<file path="config.mk">
export PLATFORM = sky130hd
export DESIGN_NAME = piso_serializer_flat
export DESIGN_NICKNAME = d
export VERILOG_FILES = /design/src/rtl/piso_serializer_if.sv /design/src/rtl/piso_serializer.sv /design/src/flat_wrapper.sv
export SDC_FILE = /design/constraint.sdc
export NUM_CORES = 1
export LEC_CHECK = 0
export BUFFER_PORTS_ARGS = -buffer_cell sky130_fd_sc_hd__buf_4
export CAP_MARGIN = 20
export CORE_AREA = 10 10 50 52
export CTS_CLUSTER_SIZE = 8
export DETAILED_ROUTE_END_ITERATION = 10
export DIE_AREA = 0 0 60 62
export PLACE_DENSITY = 0.74
export SYNTH_ARGS = -nofsm -noshare
export SYNTH_HDL_FRONTEND = slang
export SYNTH_SLANG_ARGS = --single-unit
</file>
<file path="constraint.sdc">
create_clock -name clock -period 1.1 [get_ports clock]
set_input_delay 0.055 -clock clock [delete_from_list [all_inputs] [get_ports clock]]
set_output_delay 0.055 -clock clock [all_outputs]
set_load 0.01 [all_outputs]
</file>
<file path="src/rtl/piso_serializer_if.sv">
// Handshake bundle for the parallel-in/serial-out serializer.
// slave: the serializer itself. master: the producer and consumer side.
interface piso_serializer_if #(
  parameter int WIDTH = 8
);
  logic             io_in_valid;
  logic             io_in_ready;
  logic [WIDTH-1:0] io_in_bits;
  logic             io_out_valid;
  logic             io_out_ready;
  logic             io_out_bit;
  logic             io_out_last;
  logic             io_busy;

  modport slave (
    input  io_in_valid, io_in_bits, io_out_ready,
    output io_in_ready, io_out_valid, io_out_bit, io_out_last, io_busy
  );

  modport master (
    output io_in_valid, io_in_bits, io_out_ready,
    input  io_in_ready, io_out_valid, io_out_bit, io_out_last, io_busy
  );
endinterface

</file>
<file path="src/rtl/piso_serializer.sv">
// Parallel-in/serial-out shift register with valid/ready on both sides.
//
// state | meaning
// IDLE  | waiting for a word; io_in_ready=1
// SHIFT | word in flight; one bit per accepted beat, io_out_last on the final bit
module piso_serializer #(
  parameter int WIDTH     = 8,
  parameter bit LSB_FIRST = 1'b1
) (
  input logic              clock,
  input logic              reset,
  piso_serializer_if.slave bus
);

  localparam int CNT_W = $clog2(WIDTH);

  typedef enum logic {IDLE = 1'b0, SHIFT = 1'b1} state_t;

  state_t           r_state;
  state_t           w_state_nxt;
  logic [WIDTH-1:0] r_shift;
  logic [CNT_W-1:0] r_cnt;
  logic             w_beat;
  logic             w_last;
  logic             w_load;

  assign w_load = (r_state == IDLE) && bus.io_in_valid;
  assign w_beat = (r_state == SHIFT) && bus.io_out_ready;
  assign w_last = (r_cnt == CNT_W'(WIDTH - 1));

  // state register
  always_ff @(posedge clock or negedge reset) begin
    if (!reset) r_state <= IDLE;
    else        r_state <= w_state_nxt;
  end

  // next-state decode
  always_comb begin
    w_state_nxt = r_state;
    case (r_state)
      IDLE:    if (bus.io_in_valid)  w_state_nxt = SHIFT;
      SHIFT:   if (w_beat && w_last) w_state_nxt = IDLE;
      default: w_state_nxt = IDLE;
    endcase
  end

  // shift register and bit counter; cleared on the last beat so IDLE always holds zeros
  always_ff @(posedge clock or negedge reset) begin
    if (!reset) begin
      r_shift <= '0;
      r_cnt   <= '0;
    end else if (w_load) begin
      r_shift <= bus.io_in_bits;
      r_cnt   <= '0;
    end else if (w_beat) begin
      if (w_last) begin
        r_shift <= '0;
        r_cnt   <= '0;
      end else begin
        r_shift <= LSB_FIRST ? (r_shift >> 1) : (r_shift << 1);
        r_cnt   <= r_cnt + 1'b1;
      end
    end
  end

  // outputs depend only on registered state, never on the inputs
  always_comb begin
    bus.io_in_ready  = (r_state == IDLE);
    bus.io_out_valid = (r_state == SHIFT);
    bus.io_busy      = (r_state == SHIFT);
    bus.io_out_bit   = (r_state == SHIFT) &&
                       (LSB_FIRST ? r_shift[0] : r_shift[WIDTH-1]);
    bus.io_out_last  = (r_state == SHIFT) && w_last;
  end

endmodule

</file>
<file path="src/flat_wrapper.sv">
// flat-port wrapper written by rule: the top's interface ports become plain ports
module piso_serializer_flat 
#(
  parameter int WIDTH     = 8,
  parameter bit LSB_FIRST = 1'b1
)
  (clock, reset, bus_io_in_valid, bus_io_in_bits, bus_io_out_ready, bus_io_in_ready, bus_io_out_valid, bus_io_out_bit, bus_io_out_last, bus_io_busy);
  piso_serializer_if #(.WIDTH(WIDTH)) bus_i ();
  input logic clock;
  input logic reset;
  input wire logic [$bits(bus_i.io_in_valid)-1:0] bus_io_in_valid;
  input wire logic [$bits(bus_i.io_in_bits)-1:0] bus_io_in_bits;
  input wire logic [$bits(bus_i.io_out_ready)-1:0] bus_io_out_ready;
  output wire logic [$bits(bus_i.io_in_ready)-1:0] bus_io_in_ready;
  output wire logic [$bits(bus_i.io_out_valid)-1:0] bus_io_out_valid;
  output wire logic [$bits(bus_i.io_out_bit)-1:0] bus_io_out_bit;
  output wire logic [$bits(bus_i.io_out_last)-1:0] bus_io_out_last;
  output wire logic [$bits(bus_i.io_busy)-1:0] bus_io_busy;
  assign bus_i.io_in_valid = bus_io_in_valid;
  assign bus_i.io_in_bits = bus_io_in_bits;
  assign bus_i.io_out_ready = bus_io_out_ready;
  assign bus_io_in_ready = bus_i.io_in_ready;
  assign bus_io_out_valid = bus_i.io_out_valid;
  assign bus_io_out_bit = bus_i.io_out_bit;
  assign bus_io_out_last = bus_i.io_out_last;
  assign bus_io_busy = bus_i.io_busy;
  piso_serializer #(.WIDTH(WIDTH), .LSB_FIRST(LSB_FIRST)) u_core (.clock(clock), .reset(reset), .bus(bus_i));
endmodule
</file>
### Word level (Yosys, flattened, before mapping)

Cells that the tools add are included.

* flip-flop bits (word level): 12
* bits of input ports: 12
* logic and storage cells: 21
* output and inout port bits: 5

* add/sub/neg operators: 1
* reductions and logical operators: 6
* bitwise operators: 1
* equality and inequality tests: 1
* mux-type cells: 9

Operators by type and width (number)
* $mux W8: 2
* $mux W3: 3
* $mux W7: 1
* $logic_and A1 B1 Y1: 5
* $add A3 B1 Y3 const B: 1
* $eq A3 B3 Y1 const B: 1
* $mux W1: 2
* $pmux W1 S2: 1
* $reduce_bool A2 Y1: 1
* $not A1 Y1: 1

### Longest topological paths before layout

* depth after elaboration: 4
* mapped depth: 5
* mapped depth without buffers: 5

### Worst setup path before layout

No wires, ideal clock.

* path kind: reg2reg
* start: register u_core.r_cnt[0]
* end: register u_core.r_shift[0]
* period minus slack after synthesis: 1229 ps
* required time: 1017 ps
* setup time: 83 ps
* buffers on the path: 0
* path slack: -129 ps
* data arrival time: 1146 ps
* cell stages (with the launch flop): 6
* path through: dfrtp_1 > ha_1 > ha_1 > nor2b_1 > mux2i_1 > o21ai_0

* word-level cells in the longest chain between the ends: 4

Ends and longest elaborated chain
* start, declared: RTL line piso_serializer.sv:22 `logic [CNT_W-1:0] r_cnt;`
* start signal, assigned: RTL line piso_serializer.sv:61 `r_cnt <= r_cnt + 1'b1;`
* $eq A3 B3 Y1: RTL line piso_serializer.sv:29 `assign w_last = (r_cnt == CNT_W'(WIDTH - 1));`
* $mux W7: RTL line piso_serializer.sv:56 `if (w_last) begin`
* $mux W8: RTL line piso_serializer.sv:55 `end else if (w_beat) begin`
* $mux W8: RTL line piso_serializer.sv:52 `end else if (w_load) begin`
* end signal, assigned: RTL line piso_serializer.sv:53 `r_shift <= bus.io_in_bits;`
* end signal, assigned: RTL line piso_serializer.sv:60 `r_shift <= LSB_FIRST ? (r_shift >> 1) : (r_shift << 1);`
* end, declared: RTL line piso_serializer.sv:21 `logic [WIDTH-1:0] r_shift;`

Every way passes these cells. The select of a mux whose other input is x is not followed.
A chain may end at the register's enable or synchronous reset.

### Worst setup path after layout

* start: register u_core.r_cnt[0]
* end: output bus_io_out_last

* word-level cells in the longest chain between the ends: 2

Ends and longest elaborated chain
* $eq A3 B3 Y1: RTL line piso_serializer.sv:29
* $logic_and A1 B1 Y1: RTL line piso_serializer.sv:73 `bus.io_out_last = (r_state == SHIFT) && w_last;`
* end, declared: RTL line flat_wrapper.sv:17 `output wire logic [$bits(bus_i.io_out_last)-1:0] bus_io_out_last;`

Every way passes these cells.

==> qor_table.md <==
| Stage | Item | Reported |
|---|---|---|
| status | Result of the run | finished, violations left |
| status | Failing checks | negative setup slack |
| finish | Proportion of layout cells with a drive suffix above 1 | 43.6% |
| sta | Max-slew violation count | 0 |
| clock network | CTS H-tree depth | 1 |
| pwr | Leak | 0.504 nW |
| synth | Sequential fraction of the synthesis area | 45.5% |
| setup path | Dominant cell type by count on the critical path | ha_4 |
| floorplan | Number of placement rows | 15 |
| drt | Average via count per standard cell | 4.87 |
| finish | Most common cell after layout, fill and taps aside | buf_4 |
| finish | Final instance count without filler cells | 111 |
| drt | Pre-antenna DRT Iters | 3 |
| synth | Post-synthesis cell area | 661 um^2 |
| sta | Clock period minus worst slack | 1320 ps |
| place | Detailed Place HPWL | 1090 um |
| finish | Most frequent cells in the layout | buf_4 (21), dfrtp_1 (11), mux2i_1 (10), nand2_1 (10), o21ai_1 (9) |
| drt | First DRT Iteration DRCs | 3 |
| sta | Worst slew pin tran | 245 ps |
| pwr | Switching part of the total | 34.9% |
| run | Number of max-capacitance violations reported | 0 |
| drt | DR vias | 541 |
| clock network | Worst-Skew Late Latency | 280 ps |
| floorplan | IO Count | 17 |
| setup path | Kind of critical path | flip-flop to output port |
| synth | Mean instance size in the synthesized netlist | 10.2 um^2 |
| sta | Setup-violating endpoint count in the final report | 11 |
| sta | Setup TNS Final | -1710 ps |
| clock network | Root buffer selected by CTS | clkbuf_4 |
| global routing | Global-route wire length before repair | 2430 um |
| synth | Synth cell types | 17 |
| min path | Min-delay worst type | input pin to flip-flop |
| pwr | Reg power frac | 34.0% |
| clock network | Clock buffers created by TritonCTS | 3 |
| setup path | WP data arrival | 1270 ps |
| sta | Worst clock skew | 7.18 ps |
| floorplan | Die ar. | 3720 um^2 |
| finish | Synth-to-Final Area Change | 53.2% |
| floorplan | Core Box Area | 1610 um^2 |
| floorplan | Initial cell density of the core | 40.9% |
| floorplan | Die width | 60 um |
| drt | Routed wirelength normalized by instance count | 13.7 um |
| pwr | Peak supply drop | 1.20 mV |
| finish | End-of-flow core utilization | 62.7% |
| finish | Ant diodes | 0 |
| floorplan | Die H | 62 um |
| place | Gpl congestion | 0.741 |
| sta | Final critical-path share of the clock period | 120% |
| global routing | Largest net degree at the start of global routing | 13 |
| setup path | Largest fanout on the critical path | 2 |
| finish | Layout fillers | 139 |
| clock network | Largest buffer count on any clock path | 2 |
| place | Post-detailed-placement cell area | 876 um^2 |
| place | Worst slack at placement | -84.0 ps |
| global routing | Via count of the first global-routing pass | 570 |
| setup path | Slowest cell on crit path | dfrtp_1 |
| sta | Max Clock Freq | 756 MHz |
| place | Count of port buffers added during placement | 16 |
| setup path | Req. time, crit path | 1040 ps |
| sta | Final hold violation count | 0 |
| setup path | Number of buffer and inverter instances along the worst setup path | 1 |
| pwr | Pwr dens | 2130 nW/um^2 |
| setup path | Worst stage delay on the critical path | 420 ps |
| global routing | Total Routing Usage GR | 8.47% |
| clock network | CTS tree | built |
| pwr | Internal power of the cells | 1.40 mW |
| pwr | Net load switching power | 0.751 mW |
| sta | Final setup slack of the worst path | -223 ps |
| setup path | CP delay by family, top | flip-flops |
| finish | Post-route design area | 1010 um^2 |
| setup path | Cells along the critical path | ha_4 -> ha_4 -> and2_4 -> buf_6 |
| synth | Yosys synthesis warning count | 0 |
| drt | Remaining antenna violation count after routing | 0 |
| place | Post-placement cell count | 100 |
| clock network | Clock sink count | 12 |
| pwr | Relative contribution of the clock network to total power | 13.8% |
| global routing | Initial antenna violation count | 0 |
| pwr | Total power | 2.15 mW |
| drt | Post-route DRC | 0 |
| pwr | Share of power burned in combinational logic | 52.2% |
| sta | Max-Slew Margin vs Limit | 83.7% |
| finish | Net count reported at finish | 110 |
| global routing | Total congestion overflow after global routing | 0 |
| clock network | Clk pin slew, worst setup/hold paths | 80 ps |
| sta | Unrepaired setup endpoints after global routing | yes |
| synth | Number of nets in the synthesized netlist | 80 |
| setup path | Worst Setup End Kind | output port |
| synth | Count of mapped cells out of synthesis | 65 |
| synth | Flip-flop and latch count after synthesis | 12 |
| sta | Minimum hold slack | 35.7 ps |
| drt | Final wirelength | 1520 um |
| setup path | Crit start category | flip-flop |
power groups by stage:
stage / Combinational, mW / Sequential, mW / Clock, mW
floorplan: 0.569 / 0.743 / 0
global placement: 0.866 / 0.736 / 0
detailed placement: 0.891 / 0.743 / 0
CTS: 0.991 / 0.725 / 0.308
global route: 1.26 / 0.754 / 0.321
finish: 1.12 / 0.733 / 0.297
registers in the layout, summed over array words and instances, names as in the netlist:
name,cells
u_core.bus.io_busy,1
u_core.r_cnt,3
u_core.r_shift,8
synth_stat cells:
cell type / number / area share, %
buf_4: 2 / 2.3
a32o_1: 1 / 1.5
ha_1: 3 / 5.7
dfrtp_1: 12 / 45
mux2i_2: 1 / 2.1
o21ai_1: 5 / 3.8
nand2_1: 10 / 5.7
buf_2: 1 / 0.76
a31oi_1: 1 / 0.95
and2_1: 2 / 1.9
o21ai_0: 5 / 3.8
inv_1: 1 / 0.57
nor2_1: 2 / 1.1
nand2b_1: 1 / 0.95
mux2i_1: 10 / 15
buf_6: 1 / 1.7
nor2b_1: 7 / 6.6
final timing paths:
check	from	endpoint	slack (ps)	depth (start not counted)
setup / recovery	u_core.r_cnt[0]$_DFFE_PN0P_	bus_io_out_last	-220	4
hold / removal	bus_io_in_bits[7]	u_core.r_shift[7]$_DFFE_PN0P_	40	2
setup reg to reg	u_core.r_cnt[0]$_DFFE_PN0P_	u_core.r_shift[6]$_DFFE_PN0P_	-200	6
hold reg to reg	u_core.r_shift[4]$_DFFE_PN0P_	u_core.r_shift[4]$_DFFE_PN0P_	480	2
max in group asynchronous	reset	u_core.bus.io_busy$_DFF_PN0_	790	2
min in group asynchronous	reset	u_core.r_shift[0]$_DFFE_PN0P_	140	2
cell type report:
class	instances	area [um^2]	share of cell area, %
inverters	1	8.76	0.865
well taps	17	21.3	2.10
multi-input cells	48	399	39.4
flip-flops and latches	12	302	29.8
repair buffers	29	255	25.2
clock buffers	4	26.3	2.60
kinds of logic (layout without fill, tap and decap cells):
kind of cell	after synthesis	after routing	synth area share, %
AOI/OAI and AO/OA	12	12	10.0
adders and majority gates	3	3	5.68
buffers and inverters	5	34	5.30
DFF	12	12	45.5
muxes	11	11	17.2
and+or+nand+nor	22	22	16.3
what timing repair did:
item,4_1_cts,5_1_grt
buffers inserted,3,3
pin swaps,5,4
hold endpoints to repair,12,0
endpoints found under the setup margin,12,17
resized for setup,4,11
hold buffers,1,0
per-layer routing:
metal | wire (um) | vias up | global-route usage, %
met1 | 690 | 249 | 10.4
li1 | - | 278 | -
met5 | 0 | - | 0
met4 | 21 | 0 | 4.17
met2 | 699 | 12 | 12.6
met3 | 109 | 2 | 3.25
Note: power is estimated with default switching activity, not from simulation.
